## config.mk

```make
export PLATFORM = sky130hd
export DESIGN_NAME = toggle_pulse_encoder
export DESIGN_NICKNAME = d
export VERILOG_FILES = /design/src/rtl/toggle_pulse_encoder.sv
export SDC_FILE = /design/constraint.sdc
export NUM_CORES = 1
export LEC_CHECK = 0
export CAP_MARGIN = 40
export CORE_UTILIZATION = 40
export DETAILED_ROUTE_END_ITERATION = 6
export PLACE_DENSITY = 0.68
export SKIP_CTS_REPAIR_TIMING = 1
export SLEW_MARGIN = 20
export SYNTH_ARGS = -nofsm -noshare
export SYNTH_HDL_FRONTEND = slang
export SYNTH_SLANG_ARGS = --single-unit
```

## constraint.sdc

```tcl
create_clock -name clk -period 1.7 [get_ports clk]
set_input_delay 0.255 -clock clk [delete_from_list [all_inputs] [get_ports clk]]
set_output_delay 0.255 -clock clk [all_outputs]
set_load 0.02 [all_outputs]
```

## src/rtl/toggle_pulse_encoder.sv

```systemverilog
// toggle_pulse_encoder: converts single-cycle event pulses into level
// transitions on toggle_out. Transitions are spaced at least HOLD_CYCLES
// apart. Events arriving during a hold are buffered in a saturating counter.
module toggle_pulse_encoder #(
  parameter int HOLD_CYCLES = 4,
  parameter int PEND_W      = 3
) (
  input  logic              clk,
  input  logic              reset,
  input  logic              pulse_in,
  input  logic              clr_ovf,
  output logic              toggle_out,
  output logic              busy,
  output logic [PEND_W-1:0] pending,
  output logic              overflow
);

  typedef enum logic [0:0] {
    ST_IDLE = 1'b0,
    ST_HOLD = 1'b1
  } state_t;

  localparam logic [7:0]        HC_RELOAD = 8'(HOLD_CYCLES - 1);
  localparam logic [PEND_W-1:0] PEND_MAX  = {PEND_W{1'b1}};
  localparam logic [PEND_W-1:0] PEND_ONE  = {{(PEND_W-1){1'b0}}, 1'b1};

  state_t            r_state;
  logic              r_toggle;
  logic [7:0]        r_hc;
  logic [PEND_W-1:0] r_pending;
  logic              r_overflow;
  logic              r_busy;

  state_t            w_state_nx;
  logic              w_toggle_nx;
  logic [7:0]        w_hc_nx;
  logic [PEND_W-1:0] w_pending_nx;
  logic              w_overflow_nx;
  logic              w_busy_nx;
  logic              w_ev_nz;
  logic [PEND_W-1:0] w_pending_serve;

  // Event availability and the pending value left behind after a serve.
  // Serving consumes one event out of (pending + pulse_in): with a pulse the
  // count is unchanged, without one it drops by one.
  always_comb begin
    w_ev_nz         = (r_pending != {PEND_W{1'b0}}) || pulse_in;
    w_pending_serve = r_pending;
    if (pulse_in) begin
      w_pending_serve = r_pending;
    end else if (r_pending != {PEND_W{1'b0}}) begin
      w_pending_serve = r_pending - PEND_ONE;
    end else begin
      w_pending_serve = {PEND_W{1'b0}};
    end
  end

  // Next-state logic: IDLE serves immediately, HOLD counts down and buffers.
  always_comb begin
    w_state_nx    = r_state;
    w_toggle_nx   = r_toggle;
    w_hc_nx       = r_hc;
    w_pending_nx  = r_pending;
    w_overflow_nx = r_overflow & ~clr_ovf;
    case (r_state)
      ST_IDLE: begin
        if (w_ev_nz) begin
          w_toggle_nx  = ~r_toggle;
          w_hc_nx      = HC_RELOAD;
          w_pending_nx = w_pending_serve;
          w_state_nx   = ST_HOLD;
        end else begin
          w_state_nx = ST_IDLE;
        end
      end
      ST_HOLD: begin
        if (r_hc != 8'd0) begin
          w_hc_nx = r_hc - 8'd1;
          if (pulse_in) begin
            if (r_pending == PEND_MAX) begin
              // Buffer full: the event is lost; a drop outranks a clear.
              w_overflow_nx = 1'b1;
            end else begin
              w_pending_nx = r_pending + PEND_ONE;
            end
          end else begin
            w_pending_nx = r_pending;
          end
        end else if (w_ev_nz) begin
          w_toggle_nx  = ~r_toggle;
          w_hc_nx      = HC_RELOAD;
          w_pending_nx = w_pending_serve;
          w_state_nx   = ST_HOLD;
        end else begin
          w_state_nx = ST_IDLE;
        end
      end
      default: begin
        w_state_nx   = ST_IDLE;
        w_toggle_nx  = 1'b0;
        w_hc_nx      = 8'd0;
        w_pending_nx = {PEND_W{1'b0}};
      end
    endcase
    w_busy_nx = (w_state_nx == ST_HOLD) || (w_pending_nx != {PEND_W{1'b0}});
  end

  // State and output registers; async reset abandons any hold and backlog.
  always_ff @(posedge clk or negedge reset) begin
    if (!reset) begin
      r_state    <= ST_IDLE;
      r_toggle   <= 1'b0;
      r_hc       <= 8'd0;
      r_pending  <= {PEND_W{1'b0}};
      r_overflow <= 1'b0;
      r_busy     <= 1'b0;
    end else begin
      r_state    <= w_state_nx;
      r_toggle   <= w_toggle_nx;
      r_hc       <= w_hc_nx;
      r_pending  <= w_pending_nx;
      r_overflow <= w_overflow_nx;
      r_busy     <= w_busy_nx;
    end
  end

  assign toggle_out = r_toggle;
  assign busy       = r_busy;
  assign pending    = r_pending;
  assign overflow   = r_overflow;

endmodule

```

==> flow_summary.ini <==
[status]
status = finished with violations
violations = negative setup slack

[floorplanning]
placementRows = 16
die_width_um = 48.2
start_util = 0.431
core-area_mm2 = 0.00198
top_level_ports = 10
die_area_mm2 = 0.00232
dieHeight_um = 48.2

[routing]
postRouteAntennaNets = 0
routedWlPerCell_um = 13.3
route.detailed.drc = 0
first_pass_iters = 4
viasPerCell = 5.38
initialDrtViolationCount = 17
num_vias = 759
drt-total-wl_um = 1880

[clocking]
cts.sinks = 15
numCtsBuffers = 3
clkTransAtPathRegs_ps = 90
clockBufferDepth = 2
worstSkewPairLatency_ps = 280
h-tree-depth = 1
root_buffer = clkbuf_4
tritoncts = done

[worst_setup_path]
worstSetupEndpointType = flip-flop
critPathMaxFanout = 9
cp.arrival_ps = 1880
reg2reg_to = r_hc[1]
cp-startpoint = r_hc[3]
endpoint = r_hc[1]
reg2reg_slack_ps = -9
path_class = flip-flop to flip-flop
rr_startpoint = r_hc[3]
r2r_cells = 5
start_kind = flip-flop
critical_path_required_ps = 1870

[synth]
synth.yosys.seq_area_share = 0.440
synthCells = 83
async_reset_ff_frac = 1.00
syn-num-nets = 92
syn-cell-area_um2 = 853
synth.distinct_cells = 38
synth_edf_count = 0
syn_area_per_cell_um2 = 10.3
synthFlopType = dfrtp_1
yosysWarnings = 0
ys_seq_elements = 15

[place]
dp_hpwl_um = 1390
post-place-cells = 136
gp_congestion = 0.797
port_buffers = 9
pre_cts_slack_ps = -96.1

[sta]
fmax_mhz = 585
setup_viol_count_final = 2
skew_ps = 5.91
period_minus_slack_ps = 1710
finalHoldViolations = 0
period_share = 1.01
drv_slew = 0
fin_ws_ps = -8.69
maxSlewHeadroom = 0.756
worstMarginPinSlew_ps = 363
rsz0062_at_grt = yes

[layout]
fin_cells = 141
final_nets = 124
regArea_um2 = 377
multiInputGateArea_um2 = 488
antenna_cells = 0
final.fill_count = 164
layout-drive-gt1-share = 0.342
syn2layout_area_growth_pct = 39.9

[power]
p_int_uw = 668
p_seq_frac = 0.431
p_sw_frac = 0.321
p_sw_uw = 316
p_total_uw = 985
power_leakage_nw = 0.474
power_frac_comb = 0.367
powerDensity_mw_per_mm2 = 825
peakVddDrop_v = 0.000558
clkPwrFrac = 0.201

[min_path]
hp-class = primary input to async pin

[global_routing]
track_usage = 0.199
grt_pass1_vias = 710
grt_antenna_before_repair = 0
grt_max_degree = 16
grt_pass1_wl_um = 3100
grt-ovfl-total = 0

[job]
maxCapViolCount = 0
[critical path, stage by stage, from the launching register on]
cell and delay, ps:
dfrtp_2 450, or4_4 560, o21ai_2 220, buf_4 190, and3_1 160, a21oi_1 40
[cell type report]
type,count,share of cell area
Inverter,7,0.0220
Tap cell,27,0.0283
Sequential cell,15,0.316
Timing Repair Buffer,29,0.203
Clock buffer,4,0.0220
Multi-Input combinational cell,59,0.409
[synthesized netlist by cell type, types with 2 or more instances]
cell type | number | area share
dfrtp_1 | 15 | 0.44
ha_1 | 5 | 0.073
inv_1 | 7 | 0.031
nand2_1 | 7 | 0.031
nand3_1 | 8 | 0.047
nand3b_1 | 3 | 0.026
nor2_1 | 2 | 0.0088
nor3_1 | 2 | 0.012
o22ai_1 | 2 | 0.015
o31ai_1 | 2 | 0.018
or4_1 | 2 | 0.018
xor2_1 | 2 | 0.021
[layer usage]
metal	vias up	wire, µm	global-route usage
met1	370	812	0.234
met3	2	73	0.0444
met5	-	0	0
met4	0	15	0.0667
li1	369	-	-
met2	18	980	0.355
[stage by stage]
| stage | TNS (ps) | util | hold WS, ps | instance area, µm² |
|---|---|---|---|---|
| floorplan | 0 | - | -40.6 | 856 |
| global placement | -42.6 | 0.560 | 458 | 1110 |
| detailed placement | -134 | 0.560 | 482 | 1110 |
| CTS | -277 | 0.573 | 280 | 1140 |
| global route | -364 | 0.602 | 309 | 1190 |
| finish | -10.7 | 0.602 | 273 | 1190 |
[worst min-delay path by stage]
stage                from         end  depth (start not counted)
2_1_floorplan       reset        busy                          0
3_3_place_gp   toggle_out  toggle_out                          1
3_5_place_dp   toggle_out  toggle_out                          1
4_1_cts             reset  pending[0]                          2
5_1_grt             reset  pending[0]                          2
6_report            reset  pending[0]                          2
[sequential cells by signal (all words and copies together) (netlist names)]
register	cells
busy	1
overflow	1
pending	3
r_hc	8
r_state	1
toggle_out	1
[power by group through the flow]
stage	logic, mW	registers (mW)	clock network (mW)
2_1_floorplan	0.160	0.472	0
3_3_place_gp	0.343	0.428	0
3_5_place_dp	0.343	0.432	0
4_1_cts	0.348	0.425	0.204
5_1_grt	0.398	0.430	0.223
6_report	0.362	0.425	0.198
[cells by family after synthesis]
family                   count (synthesis)  synth area share
AND/OR/NAND/NOR                         36             0.255
flip-flops                              15             0.440
AO/OA/AOI/OAI                           14             0.142
buffers and inverters                    9            0.0455
adder cells (fa/ha/maj)                  5            0.0733
XOR/XNOR                                 3            0.0308
multiplexers                             1            0.0132
[cell usage in the layout, fill, tap and decap left out, types with 2 or more instances in the layout]
cell             instances
clkbuf_4                 3
o22ai_1                  2
nand3b_1                 3
nand2_1                  7
nand3_1                  8
buf_4                   20
clkdlybuf4s50_1          8
or4_1                    2
xor2_1                   2
inv_2                    2
nor3_1                   2
dfrtp_1                 14
nor3b_2                  2
inv_1                    5
nor2_1                   2
o31ai_1                  2
ha_1                     4
No activity file was read; power rests on OpenSTA's default activity.
